--- config.mk ---
export PLATFORM = sky130hd
export DESIGN_NAME = fir_acc_decimator_flat
export DESIGN_NICKNAME = d
export VERILOG_FILES = /design/src/rtl/fir_acc_decimator_if.sv /design/src/rtl/fir_acc_decimator.sv /design/src/flat_wrapper.sv
export SDC_FILE = /design/constraint.sdc
export NUM_CORES = 1
export LEC_CHECK = 0
export BUFFER_PORTS_ARGS = -buffer_cell sky130_fd_sc_hd__buf_4
export CAP_MARGIN = 20
export CORE_MARGIN = 5
export CORE_UTILIZATION = 55
export DETAILED_ROUTE_END_ITERATION = 10
export PLACE_DENSITY = 0.86
export REMOVE_ABC_BUFFERS = 1
export SLEW_MARGIN = 10
export SYNTH_ARGS = -nofsm -noshare
export SYNTH_HDL_FRONTEND = slang
export SYNTH_SLANG_ARGS = --single-unit
--- constraint.sdc ---
create_clock -name clk -period 10.26 [get_ports clk]
set_clock_uncertainty 0.2 [all_clocks]
set_input_delay 2.052 -clock clk [delete_from_list [all_inputs] [get_ports clk]]
set_output_delay 2.052 -clock clk [all_outputs]
set_load 0.005 [all_outputs]
--- src/rtl/fir_acc_decimator_if.sv ---
// -----------------------------------------------------------------------------
// fir_acc_decimator_if
// Groups the sample stream, the averaged-word FIFO handshake and the overflow
// status of fir_acc_decimator into one bundle.
//   master : producer/consumer side (drives samples, ready, flush, clear_ovf)
//   slave  : decimator side (drives average word, FIFO level, overflow)
// Signals:
//   i_sample_valid, i_sample[11:0], i_flush   sample stream into the decimator
//   o_avg_valid, o_avg_data[11:0], i_avg_ready FIFO head and pop handshake
//   o_fifo_level[FIFO_AW:0]                    number of stored words
//   o_overflow, i_clear_ovf                    sticky drop flag and its clear
//   o_avg_min/o_avg_max[11:0]                  block peaks (FIR_DEC_PEAK_EN only)
// -----------------------------------------------------------------------------
interface fir_acc_decimator_if #(
    parameter int FIFO_AW = 2
);
    logic               i_sample_valid;
    logic [11:0]        i_sample;
    logic               i_flush;
    logic               o_avg_valid;
    logic [11:0]        o_avg_data;
    logic               i_avg_ready;
    logic [FIFO_AW:0]   o_fifo_level;
    logic               o_overflow;
    logic               i_clear_ovf;
`ifdef FIR_DEC_PEAK_EN
    logic [11:0]        o_avg_min;
    logic [11:0]        o_avg_max;
`endif

    modport master (
        output i_sample_valid, i_sample, i_flush, i_avg_ready, i_clear_ovf,
        input  o_avg_valid, o_avg_data, o_fifo_level, o_overflow
`ifdef FIR_DEC_PEAK_EN
        , input o_avg_min, o_avg_max
`endif
    );

    modport slave (
        input  i_sample_valid, i_sample, i_flush, i_avg_ready, i_clear_ovf,
        output o_avg_valid, o_avg_data, o_fifo_level, o_overflow
`ifdef FIR_DEC_PEAK_EN
        , output o_avg_min, o_avg_max
`endif
    );
endinterface

--- src/rtl/fir_acc_decimator.sv ---
// -----------------------------------------------------------------------------
// fir_acc_decimator
// Averages blocks of 2^DEC_LOG2 unsigned 12-bit samples (round half up) and
// queues each average in a small output FIFO of 2^FIFO_AW words. A finished
// average that finds the FIFO full (and no pop on the same edge) is dropped
// and sets a sticky overflow flag.
// Ports:
//   clk  single rising-edge clock
//   rst  synchronous active-high reset
//   bus  fir_acc_decimator_if.slave (sample stream, FIFO head/pop, status)
// Optional feature: define FIR_DEC_PEAK_EN to also track the min/max raw
// sample of each block and deliver them with the average (36-bit FIFO word).
// -----------------------------------------------------------------------------
module fir_acc_decimator #(
    parameter int DEC_LOG2 = 4,
    parameter int FIFO_AW  = 2
) (
    input logic                 clk,
    input logic                 rst,
    fir_acc_decimator_if.slave  bus
);
    localparam int ACC_W = 12 + DEC_LOG2 + 1;
    localparam int DEPTH = 1 << FIFO_AW;
    localparam int HALF  = 1 << (DEC_LOG2 - 1);
`ifdef FIR_DEC_PEAK_EN
    localparam int DW = 36;
`else
    localparam int DW = 12;
`endif

    // ---------------- accumulator / block counter ----------------
    logic [ACC_W-1:0]    acc;
    logic [DEC_LOG2-1:0] cnt;
    logic [ACC_W-1:0]    acc_sum;
    logic [ACC_W-1:0]    rounded;
    logic                take;
    logic                last;
    logic [DW-1:0]       result_word;

    logic                pend_valid;
    logic [DW-1:0]       pend_word;

`ifdef FIR_DEC_PEAK_EN
    logic [11:0] min_q, max_q, min_next, max_next;
`endif

    // NOTE: every signal written in always_comb gets a default first, so no
    // path through the block can leave it unassigned and infer a latch.
    always_comb begin
        take    = bus.i_sample_valid && !bus.i_flush;
        last    = take && (cnt == '1);
        acc_sum = acc + ACC_W'(bus.i_sample);
        rounded = acc_sum + ACC_W'(HALF);
`ifdef FIR_DEC_PEAK_EN
        min_next    = (bus.i_sample < min_q) ? bus.i_sample : min_q;
        max_next    = (bus.i_sample > max_q) ? bus.i_sample : max_q;
        result_word = {max_next, min_next, rounded[DEC_LOG2 +: 12]};
`else
        result_word = rounded[DEC_LOG2 +: 12];
`endif
    end

    // Fractional bits are rounded away; the top bit can never be set since
    // the rounded sum is below 4096 * 2^DEC_LOG2.
    logic unused_round;
    assign unused_round = ^{rounded[ACC_W-1], rounded[DEC_LOG2-1:0]};

    // NOTE: sequential state uses non-blocking assignments so all flops
    // update together from pre-edge values, regardless of statement order.
    always_ff @(posedge clk) begin
        if (rst) begin
            acc        <= '0;
            cnt        <= '0;
            pend_valid <= 1'b0;
`ifdef FIR_DEC_PEAK_EN
            min_q      <= 12'd4095;
            max_q      <= 12'd0;
`endif
        end else begin
            // A completed block is written into the FIFO on the following
            // edge; a flush on that following edge does not cancel it.
            pend_valid <= last;
            if (bus.i_flush || last) begin
                acc   <= '0;
                cnt   <= '0;
`ifdef FIR_DEC_PEAK_EN
                min_q <= 12'd4095;
                max_q <= 12'd0;
`endif
            end else if (take) begin
                acc   <= acc_sum;
                cnt   <= cnt + 1'b1;
`ifdef FIR_DEC_PEAK_EN
                min_q <= min_next;
                max_q <= max_next;
`endif
            end
        end
    end

    // ---------------- output FIFO ----------------
    logic [DW-1:0]    mem [DEPTH];
    logic [FIFO_AW:0] wr_ptr, rd_ptr;
    logic [FIFO_AW:0] level;
    logic             full, pop, push, drop;
    logic             ovf;
    logic [DW-1:0]    head;

    always_comb begin
        level = wr_ptr - rd_ptr;
        full  = level[FIFO_AW];           // level tops out at exactly DEPTH
        pop   = (level != '0) && bus.i_avg_ready;
        push  = pend_valid && (!full || pop);
        drop  = pend_valid && full && !pop;
        head  = mem[rd_ptr[FIFO_AW-1:0]];
    end

    // NOTE: the storage array and the pending data word carry no reset; the
    // pointers and pend_valid decide what is valid, and outputs are gated.
    always_ff @(posedge clk) begin
        if (last)
            pend_word <= result_word;
        if (push)
            mem[wr_ptr[FIFO_AW-1:0]] <= pend_word;
    end

    always_ff @(posedge clk) begin
        if (rst) begin
            wr_ptr <= '0;
            rd_ptr <= '0;
            ovf    <= 1'b0;
        end else begin
            if (push)
                wr_ptr <= wr_ptr + 1'b1;
            if (pop)
                rd_ptr <= rd_ptr + 1'b1;
            // A drop on the same edge as a clear keeps the flag set.
            if (drop)
                ovf <= 1'b1;
            else if (bus.i_clear_ovf)
                ovf <= 1'b0;
        end
    end

    assign bus.o_avg_valid  = (level != '0);
    assign bus.o_avg_data   = bus.o_avg_valid ? head[11:0] : 12'd0;
    assign bus.o_fifo_level = level;
    assign bus.o_overflow   = ovf;
`ifdef FIR_DEC_PEAK_EN
    assign bus.o_avg_min    = bus.o_avg_valid ? head[23:12] : 12'd4095;
    assign bus.o_avg_max    = bus.o_avg_valid ? head[35:24] : 12'd0;
`endif
endmodule
--- src/flat_wrapper.sv ---
// flat-port wrapper written by rule: the top's interface ports become plain ports
module fir_acc_decimator_flat 
#(
    parameter int DEC_LOG2 = 4,
    parameter int FIFO_AW  = 2
)
  (clk, rst, bus_i_sample_valid, bus_i_sample, bus_i_flush, bus_i_avg_ready, bus_i_clear_ovf, bus_o_avg_valid, bus_o_avg_data, bus_o_fifo_level, bus_o_overflow);
  fir_acc_decimator_if #(.FIFO_AW(FIFO_AW)) bus_i ();
  input logic clk;
  input logic rst;
  input wire logic [$bits(bus_i.i_sample_valid)-1:0] bus_i_sample_valid;
  input wire logic [$bits(bus_i.i_sample)-1:0] bus_i_sample;
  input wire logic [$bits(bus_i.i_flush)-1:0] bus_i_flush;
  input wire logic [$bits(bus_i.i_avg_ready)-1:0] bus_i_avg_ready;
  input wire logic [$bits(bus_i.i_clear_ovf)-1:0] bus_i_clear_ovf;
  output wire logic [$bits(bus_i.o_avg_valid)-1:0] bus_o_avg_valid;
  output wire logic [$bits(bus_i.o_avg_data)-1:0] bus_o_avg_data;
  output wire logic [$bits(bus_i.o_fifo_level)-1:0] bus_o_fifo_level;
  output wire logic [$bits(bus_i.o_overflow)-1:0] bus_o_overflow;
  assign bus_i.i_sample_valid = bus_i_sample_valid;
  assign bus_i.i_sample = bus_i_sample;
  assign bus_i.i_flush = bus_i_flush;
  assign bus_i.i_avg_ready = bus_i_avg_ready;
  assign bus_i.i_clear_ovf = bus_i_clear_ovf;
  assign bus_o_avg_valid = bus_i.o_avg_valid;
  assign bus_o_avg_data = bus_i.o_avg_data;
  assign bus_o_fifo_level = bus_i.o_fifo_level;
  assign bus_o_overflow = bus_i.o_overflow;
  fir_acc_decimator #(.DEC_LOG2(DEC_LOG2), .FIFO_AW(FIFO_AW)) u_core (.clk(clk), .rst(rst), .bus(bus_i));
endmodule
==> metrics.csv, run 1 <==
stage,metric,value,unit
placement,placed insts,463,
placement,Post-DP HPWL,5260,um
logic_synthesis,synth warn,0,
clock_network,clk sinks,90,
clock_network,CTS clock-pin slew for the worst setup and hold paths,0.09,ns
finish,fin cells,482,
finish,share of layout cells above drive strength 1,20.5,%
finish,Final nets,415,
setup_path,CP max FO,16,
clock_network,clk buf depth,2,
logic_synthesis,sequential-to-total area share from yosys stat,56.6,%
sta,hold_ws,0.265,ns
global_route,largest net degree at the start of global routing,20,
global_route,vias in the first global route,2618,
setup_path,Worst Path Required,8.01,ns
sta,final setup TNS,0,ns
floorplanning,initial core utilization,55.8,%
run_status,status,finished clean,
logic_synthesis,Synth top cells by count,"edfxtp_1 (60), nand2_1 (36), dfxtp_1 (30)",
clock_network,CTS buffer count,9,
worst_hold_path,Hold Path Stages,2,
sta,Worst-Margin Slew,0.793,ns
sta,final hold vios,0,
detailed_routing,Routed Antenna Nets,0,
clock_network,H-tree levels,3,
logic_synthesis,top-count cell post-synth,edfxtp_1,
logic_synthesis,Synth area leaders,"edfxtp_1 (42%), dfxtp_1 (14%), mux4_2 (6.4%)",
logic_synthesis,Post-Syn Area per Cell,12.6,um2
logic_synthesis,Synth cell types,45,
clock_network,post_cts resized,0,
detailed_routing,routed wire length,7260,um
global_route,antenna violations before repair,0,
placement,Post-Place Setup Slack,5.11,ns
floorplanning,row cnt,32,
finish,n_diodes,0,
sta,min Tclk post-route,5.01,ns
logic_synthesis,mapped cell area,0.00425,mm2
setup_path,Crit path depth,8,
setup_path,max incr delay on CP,0.44,ns
setup_path,Critical Path AT,2.76,ns
floorplanning,die height,97.9,um
placement,GPL Wtd Cong,0.820,
setup_path,Buf/Inv on CP,2,
finish,Layout area overhead,13.8,%
logic_synthesis,"EDFF count, synth",60,
setup_path,cells along the critical path,inv_1 > ha_1 > fa_1 > xor2_1 > xnor2_1 > nand3_1 > and2_1 > buf_4,
sta,Rel. slew slack,47.1,%
sta,final setup violation count,0,
worst_hold_path,Hold WC Path Type,flop to flop,
global_route,first-pass GRT wire length,12500,um
sta,final worst setup slack,5.25,ns
power_and_ir_drop,Power Density,166,mW/mm2
logic_synthesis,top_reg_cell synth,edfxtp_1,
clock_network,clk root buf,clkbuf_8,
power_and_ir_drop,worst vdd ir,0.0000587,V
detailed_routing,DRT Pass-1 Iters,4,
power_and_ir_drop,total power,0.000801,W
setup_path,Reg2Reg Depth,10,
sta,Slew Limit Fails,0,
setup_path,CP Class,flop to primary output,
detailed_routing,Iteration-0 DRC Markers,89,
logic_synthesis,asr flop ratio synth,0,%
setup_path,CP startpoint kind,flop,
floorplanning,Core Box Area,0.00761,mm2
clock_network,setup repair bufs after CTS,0,
sta,Final Cycle Share,48.9,%
logic_synthesis,Synth top area share,42.4,%
global_route,Congestion Overflow GR,0,
detailed_routing,WL per Instance,15.1,um
detailed_routing,# DRC,0,
clock_network,Worst-Skew Late Latency,0.35,ns
clock_network,hold buffers post-CTS,0,
placement,Port-buffer cells,34,
clock_network,CTS tree,yes,
logic_synthesis,Synth Register Bits,90,
floorplanning,die area,0.00958,mm2
floorplanning,IO Pins,35,
power_and_ir_drop,Leak,1.80,nW
floorplanning,DIE WIDTH,97.9,um
setup_path,Worst path slowest cell,nand3_1,
detailed_routing,number of vias per cell,5.30,
logic_synthesis,largest area contributor in the netlist,edfxtp_1,
detailed_routing,via count,2555,
setup_path,cell family with most CP delay,simple AND/OR/NAND/NOR gates,
global_route,gr usage total,16.2,%
sta,RSZ-0062 raised after global routing,false,
sta,fmax,0.199,GHz
flow_run,maxcap violations,0,
setup_path,CP Capture Type,primary output,
logic_synthesis,Synth Instances,336,
[cell families (layout without fill, tap and decap cells)]
family | Yosys count | count (layout) | share of synthesized area [%]
AOI/OAI and AO/OA | 51 | 51 | 8.37
xor gates and xnor gates | 33 | 33 | 7.34
adders and majority gates | 22 | 22 | 6.84
buffers and inverters | 22 | 66 | 2.15
DFF | 90 | 90 | 56.6
muxes | 14 | 14 | 6.84
and+or+nand+nor | 104 | 104 | 11.9
[cells in the final DEF (no fill, tap or decap), types with 2 or more instances in the layout]
cell / netlist / routed
a211oi_4: 2 / 2
clkbuf_16: 0 / 2
and4_1: 2 / 2
nor3_1: 3 / 3
and2_1: 13 / 13
xnor2_2: 2 / 2
a211oi_1: 2 / 2
clkbuf_8: 0 / 9
xor2_1: 11 / 11
inv_6: 0 / 2
a31oi_1: 2 / 2
and3_1: 2 / 2
nand4_1: 4 / 4
fa_1: 2 / 2
or3_1: 3 / 3
xnor2_1: 19 / 19
dfxtp_1: 30 / 30
inv_1: 11 / 11
edfxtp_1: 60 / 60
o21a_1: 2 / 2
nor2_1: 27 / 27
buf_4: 0 / 39
a21o_1: 3 / 3
o21ai_0: 3 / 3
mux2i_1: 2 / 2
clkinv_4: 0 / 2
mux4_2: 12 / 12
nor2b_1: 2 / 2
nand3_1: 7 / 7
a21oi_1: 26 / 26
o21ai_1: 4 / 4
ha_1: 20 / 20
nand2_1: 36 / 36
[power by group]
part | internal, W | switching (W)
registers | 0.000388 | 0.0000128
logic | 0.0000876 | 0.0000687
clock network | 0.000120 | 0.000124
[flip-flops by register name, summed over array words and instances (netlist names), named ones only]
name and flops:
u_core.acc 16, u_core.bus.o_overflow 1, u_core.cnt 4, u_core.mem 48, u_core.pend_valid 1, u_core.pend_word 12
u_core.rd_ptr 3, u_core.wr_ptr 3
[per-stage QoR]
stage,instance area (um2),util [%]
after global placement,4590,60.3
after detailed placement,4590,60.4
after global routing,4830,63.5
after floorplan,4200,-
after CTS,4810,63.2
final,4830,63.5
[tightest hold or removal path, cell delays in order, from the launching register on]
cell and delay [ns]:
dfxtp_1 0.32, nand2_1 0.05, a21oi_1 0.05
[cell type report]
class,instances,area (um2)
fillers,594,2780
flip-flops and latches,90,2400
multi-input cells,224,1750
repair buffers,39,293
clock buffers,11,174
well taps,102,128
inverters,11,41.3
clock inverters,5,40.0
[routing by layer]
layer / vias up / global-route usage [%] / share of wire, %
li1: 1288 / - / -
met5: - / 0 / 0
met2: 46 / 28.1 / 52
met3: 2 / 4.14 / 4.1
met4: 0 / 4.15 / 0.43
met1: 1219 / 20.5 / 44
[path summary, 6_finish.rpt]
| kind | startpoint | to | slack (ns) |
|---|---|---|---|
| hold reg to reg | u_core.acc[3] | u_core.acc[3] | 0.26 |
| setup / recovery | u_core.wr_ptr[0] | bus_o_avg_data[4] | 5.25 |
| setup reg to reg | u_core.acc[0] | u_core.pend_word[11] | 6.97 |
| hold / removal | u_core.acc[3] | u_core.acc[3] | 0.26 |
Note: power is estimated with default switching activity, not from simulation.
==> run 2: changes to the inputs <==
ABC_AREA = 1   (was default)
clock period = 5.24 ns   (was 10.26 ns; I/O delays follow)
==> run 2 against run 1 <==
Compared with the run above: non-clock buffer count is 3 lower; cell count is 46% higher; global-route usage is 2.8 points higher; sequential power is 100% higher; critical path depth is 1 higher.
==> metrics.csv, run 2 <==
stage,metric,value,unit
run_status,status,finished clean,
clock_network,clk root buf,clkbuf_8,
detailed_routing,Routed Antenna Nets,0,
setup_path,CP Capture Type,primary output,
power_and_ir_drop,Power Density,332,mW/mm2
setup_path,Buf/Inv on CP,3,
logic_synthesis,Synth Register Bits,90,
power_and_ir_drop,Leak,2.42,nW
placement,Post-DP HPWL,6690,um
setup_path,RR Startpoint,u_core.wr_ptr[0],
finish,Layout area overhead,11.3,%
sta,RSZ-0062 raised after global routing,false,
detailed_routing,DRT Pass-1 Iters,6,
finish,share of layout cells above drive strength 1,11.4,%
sta,Final Cycle Share,78.8,%
sta,min Tclk post-route,4.13,ns
floorplanning,row cnt,33,
logic_synthesis,Synth area leaders,"edfxtp_1 (38%), dfxtp_1 (13%), nand2_1 (10%)",
logic_synthesis,largest area contributor in the netlist,edfxtp_1,
clock_network,setup repair bufs after CTS,0,
finish,n_diodes,0,
logic_synthesis,Synth Area in Compound Gates,8.09,%
sta,Rel. slew slack,25.6,%
global_route,first-pass GRT wire length,15600,um
sta,hold_ws,0.271,ns
logic_synthesis,Post-Syn Area per Cell,8.43,um2
logic_synthesis,mapped cell area,0.00471,mm2
floorplanning,die area,0.0105,mm2
power_and_ir_drop,worst vdd ir,0.000132,V
logic_synthesis,Synth cell types,35,
setup_path,Reg-to-Reg End,u_core.mem[2][5],
setup_path,Critical Path AT,2.88,ns
clock_network,CTS buffer count,9,
logic_synthesis,synth warn,0,
sta,Slew Limit Fails,0,
sta,final hold vios,0,
detailed_routing,via count,3738,
sta,final setup TNS,0,ns
setup_path,CP max FO,14,
clock_network,clk sinks,90,
worst_hold_path,Hold Startpoint,u_core.acc[0],
placement,Port-buffer cells,34,
worst_hold_path,Worst Hold End,u_core.acc[0],
logic_synthesis,"EDFF count, synth",60,
global_route,gr usage total,19.0,%
finish,Final nets,633,
logic_synthesis,Synth Area in Adders,6.16,%
floorplanning,DIE WIDTH,103,um
logic_synthesis,Synth Area in XOR/XNOR,2.39,%
global_route,Congestion Overflow GR,0,
setup_path,CP Class,flop to primary output,
sta,Worst-Margin Slew,1.11,ns
worst_hold_path,Hold WC Path Type,flop to flop,
worst_hold_path,Hold Path Stages,2,
clock_network,clk buf depth,2,
clock_network,CTS clock-pin slew for the worst setup and hold paths,0.09,ns
logic_synthesis,largest family of logic cells by synthesized area,simple AND/OR/NAND/NOR gates,
floorplanning,initial core utilization,56.8,%
setup_path,Reg2Reg Depth,7,
logic_synthesis,Synth top area share,38.2,%
logic_synthesis,synthesized-area fraction occupied by and/or/nand/nor cells,23.8,%
setup_path,max incr delay on CP,0.48,ns
finish,"most common cell after layout, fill and taps aside",nand2_1,
placement,GPL Wtd Cong,0.978,
global_route,largest net degree at the start of global routing,26,
logic_synthesis,asr flop ratio synth,0,%
clock_network,CTS tree,yes,
logic_synthesis,Synth top cells by count,"nand2_1 (131), inv_1 (92), nor2_1 (78)",
finish,"commonest cells after routing, fill and taps aside","nand2_1 (131), inv_1 (92), nor2_1 (78), edfxtp_1 (60), buf_4 (35)",
detailed_routing,routed wire length,9390,um
clock_network,post_cts resized,0,
global_route,antenna violations before repair,0,
global_route,vias in the first global route,3559,
clock_network,hold buffers post-CTS,0,
clock_network,Worst-Skew Late Latency,0.35,ns
detailed_routing,# DRC,0,
logic_synthesis,top-count cell post-synth,nand2_1,
detailed_routing,Iteration-0 DRC Markers,173,
floorplanning,IO Pins,35,
detailed_routing,WL per Instance,13.4,um
power_and_ir_drop,total power,0.00174,W
setup_path,R2R Setup Slk,1.86,ns
logic_synthesis,top_reg_cell synth,edfxtp_1,
logic_synthesis,Synth Instances,559,
setup_path,CP startpoint kind,flop,
finish,max FFs per register,48,
flow_run,maxcap violations,0,
logic_synthesis,post-synthesis mux area share,0,%
sta,fmax,0.242,GHz
logic_synthesis,sequential-to-total area share from yosys stat,51.0,%
floorplanning,die height,103,um
floorplanning,Core Box Area,0.00830,mm2
setup_path,Worst path slowest cell,nand3_1,
setup_path,cell family with most CP delay,simple AND/OR/NAND/NOR gates,
detailed_routing,number of vias per cell,5.32,
setup_path,cells along the critical path,inv_1 > ha_1 > fa_1 > xor2_1 > xor2_1 > nand3_1 > nand2_1 > inv_1 > buf_4,
sta,final setup violation count,0,
clock_network,H-tree levels,3,
setup_path,Worst Path Required,3.99,ns
-- run 2: cell count changes after synthesis, moves of 16 or more --
cell and change:
nor2_1 +51, inv_1 +81, nand3_1 +17, nand2_1 +95, o21ai_0 +18, xnor2_1 -16
-- run 2: cell families after synthesis --
family                     count (synthesis)
AOI/OAI and AO/OA                         63
xor gates and xnor gates                  12
adders and majority gates                 22
buffers and inverters                    108
DFF                                       90
and+or+nand+nor                          264
-- run 2: worst max path at each step --
| stage | startpoint | slack (ns) | endpoint | cells after the start |
|---|---|---|---|---|
| 2_1_floorplan | bus_i_sample[0] | 1.97 | u_core.pend_word[9] | 13 |
| 3_3_place_gp | bus_i_sample[0] | 1.76 | u_core.pend_word[7] | 11 |
| 3_5_place_dp | u_core.wr_ptr[0] | 1.55 | bus_o_avg_data[0] | 9 |
| 4_1_cts | u_core.wr_ptr[0] | 1.11 | bus_o_avg_data[0] | 9 |
| 5_1_grt | u_core.wr_ptr[0] | 0.91 | bus_o_avg_data[0] | 9 |
| 6_report | u_core.wr_ptr[0] | 1.11 | bus_o_avg_data[0] | 9 |
-- run 2: where the power goes --
| group | switching, W | internal (W) | total, W |
|---|---|---|---|
| Combinational | 0.000282 | 0.000231 | 0.000513 |
| Clock | 0.000252 | 0.000175 | 0.000426 |
| Sequential | 0.0000365 | 0.000764 | 0.000801 |
| Total | 0.000570 | 0.00117 | 0.00174 |
-- run 2: cell type report --
type / instances / area, um2
clock buffer: 9 / 124
clock inverter: 7 / 51.3
fill: 656 / 3050
inverter: 95 / 357
multi-input combinational: 361 / 1910
sequential: 90 / 2400
tap: 105 / 131
timing repair buffer: 36 / 274
-- run 2: per-layer routing --
metal | part of all wire (%) | routed length, um | vias up | GRT usage (%)
met5 | 0 | 0 | - | 0
met4 | 3.3 | 306 | 0 | 10.5
met3 | 5.8 | 545 | 37 | 3.45
met2 | 50 | 4740 | 123 | 33.5
met1 | 40 | 3800 | 1708 | 21.8
li1 | - | - | 1870 | -
-- run 2: tightest hold or removal path, cell delays in order (launching register included) --
cell and delay (ns):
dfxtp_1 0.32, nand2_1 0.06, a21oi_1 0.05
-- run 2: stage by stage --
stage          instances  instance area, um2  setup WS, ns  util, %
2_1_floorplan        546                4660          1.97        -
3_3_place_gp         685                5050          1.76     60.9
3_5_place_dp         685                5050          1.55     60.9
4_1_cts              701                5230          1.11     63.0
5_1_grt              703                5250         0.907     63.2
6_report             703                5250          1.11     63.2
==> run 3: changes to the inputs <==
clock period = 3.9 ns   (was 5.24 ns; I/O delays follow)
==> run 3 against run 2 <==
Compared with the run above: clock power is 38% higher; critical path depth is the same; register-to-register slack got worse by 0.74 ns; wire length fell by 3.9%; critical path type unchanged; largest cell class unchanged; largest power group unchanged; highest routed layer unchanged.
==> metrics.csv, run 3 (same netlist as run 2, synthesis figures left out) <==
stage,metric,value,unit
clock_network,CTS clock-pin slew for the worst setup and hold paths,0.09,ns
sta,Rel. slew slack,51.1,%
sta,final setup violation count,0,
power_and_ir_drop,Sequential Power Share,44.3,%
global_route,Congestion Overflow GR,0,
setup_path,Reg2Reg Depth,13,
power_and_ir_drop,Leak,2.44,nW
power_and_ir_drop,Pint,0.00159,W
worst_hold_path,Worst Hold End,u_core.bus.o_overflow,
detailed_routing,WL per Instance,12.8,um
setup_path,RR Startpoint,u_core.acc[0],
placement,Post-DP HPWL,6740,um
setup_path,R2R Setup Slk,1.12,ns
finish,n_diodes,0,
sta,fmax,0.284,GHz
sta,Slew Limit Fails,0,
setup_path,CP startpoint,u_core.wr_ptr[0],
setup_path,Reg-to-Reg End,u_core.pend_word[9],
run_status,status,finished clean,
clock_network,CTS tree,yes,
finish,post-route cell area,0.00529,mm2
sta,min Tclk post-route,3.52,ns
finish,fin cells,708,
floorplanning,DIE WIDTH,103,um
global_route,gr usage total,19.0,%
power_and_ir_drop,Power Density,446,mW/mm2
floorplanning,initial core utilization,56.8,%
detailed_routing,routed wire length,9030,um
floorplanning,Core Box Area,0.00830,mm2
floorplanning,die area,0.0105,mm2
sta,Final Cycle Share,90.3,%
sta,final hold vios,0,
placement,GPL Wtd Cong,0.962,
finish,"most common cell after layout, fill and taps aside",nand2_1,
setup_path,Worst Path Required,2.92,ns
global_route,first-pass GRT wire length,15800,um
sta,RSZ-0062 raised after global routing,false,
finish,Layout area overhead,12.3,%
setup_path,Critical Path AT,2.54,ns
global_route,antenna violations before repair,0,
setup_path,CP startpoint kind,flop,
placement,Port-buffer cells,34,
setup_path,CP max FO,14,
power_and_ir_drop,worst vdd ir,0.000215,V
setup_path,CP Class,flop to primary output,
setup_path,CP Capture Type,primary output,
flow_run,maxcap violations,0,
global_route,vias in the first global route,3691,
sta,final setup TNS,0,ns
power_and_ir_drop,Combinational Power Share,30.8,%
clock_network,clk sinks,90,
placement,Placed Area,0.00510,mm2
detailed_routing,via count,3677,
detailed_routing,# DRC,0,
detailed_routing,Routed Antenna Nets,0,
clock_network,clk buf depth,2,
power_and_ir_drop,Net Switching,0.000772,W
placement,placed insts,692,
finish,Final nets,638,
power_and_ir_drop,total power,0.00236,W
detailed_routing,number of vias per cell,5.19,
finish,"commonest cells after routing, fill and taps aside","nand2_1 (131), inv_1 (92), nor2_1 (78), edfxtp_1 (60), buf_4 (41)",
finish,max FFs per register,48,
power_and_ir_drop,Clk pwr share,24.8,%
floorplanning,row cnt,33,
clock_network,H-tree levels,3,
clock_network,clk root buf,clkbuf_8,
worst_hold_path,Hold Path Stages,2,
finish,share of layout cells above drive strength 1,12.4,%
worst_hold_path,Hold Startpoint,u_core.bus.o_overflow,
worst_hold_path,Hold WC Path Type,flop to flop,
floorplanning,die height,103,um
finish,Filler Cell Count,659,
sta,Worst-Margin Slew,0.733,ns
floorplanning,IO Pins,35,
detailed_routing,DRT Pass-1 Iters,4,
detailed_routing,Iteration-0 DRC Markers,147,
power_and_ir_drop,switching part of the total,32.7,%
clock_network,Worst-Skew Late Latency,0.35,ns
global_route,largest net degree at the start of global routing,26,
clock_network,CTS buffer count,9,
clock_network,hold buffers post-CTS,0,
-- run 3: final cells by class --
type	count	area, um2	area share, %
Sequential cell	90	2400	45.4
Multi-Input combinational cell	361	1910	36.1
Inverter	95	357	6.74
Timing Repair Buffer	41	308	5.81
Tap cell	105	131	2.48
Clock buffer	9	124	2.34
Clock inverter	7	61.3	1.16
-- run 3: worst max-delay path by stage --
stage | to | slack (ns) | cells past startpoint
finish | bus_o_avg_data[7] | 0.38 | 9
floorplan | u_core.pend_word[9] | 0.90 | 13
global route | bus_o_avg_data[7] | 0.15 | 9
detailed placement | u_core.pend_word[9] | 0.54 | 14
CTS | bus_o_avg_data[7] | 0.15 | 9
global placement | u_core.pend_word[7] | 0.67 | 11
-- run 3: metrics by stage --
step | setup WS (ns) | utilization, % | hold WS [ns]
finish | 0.379 | 63.8 | 0.272
floorplan | 0.899 | - | 0.245
detailed placement | 0.540 | 61.5 | 0.255
CTS | 0.146 | 63.7 | 0.269
global route | 0.152 | 63.8 | 0.286
global placement | 0.674 | 61.5 | 0.252
-- run 3: timing repair --
item                                    4_1_cts  5_1_grt
buffers inserted                              0        0
endpoints found under the setup margin        0       12
resized for setup                             0        1
-- run 3: worst max-delay path, stage by stage (launching register included) --
cell and delay (ns):
dfxtp_1 0.37, inv_1 0.11, ha_1 0.21, fa_1 0.37
xor2_1 0.18, xor2_1 0.27, nand3_2 0.33, nand2_1 0.18
inv_1 0.05, buf_4 0.13
-- run 3: power by group through the flow --
stage / Sequential [W] / Combinational, W / Clock [W]
detailed placement: 0.00107 / 0.000730 / 0
finish: 0.00105 / 0.000728 / 0.000586
floorplan: 0.00108 / 0.000394 / 0
global route: 0.00105 / 0.000824 / 0.000651
CTS: 0.00105 / 0.000733 / 0.000600
global placement: 0.00107 / 0.000702 / 0
-- run 3: metal layers --
metal / global-route usage (%) / share of wire, % / vias to the layer above
li1: - / - / 1882
met1: 21.5 / 41 / 1682
met2: 34.8 / 52 / 96
met3: 4.26 / 5.1 / 17
met4: 7.16 / 1.7 / 0
met5: 0 / 0 / -
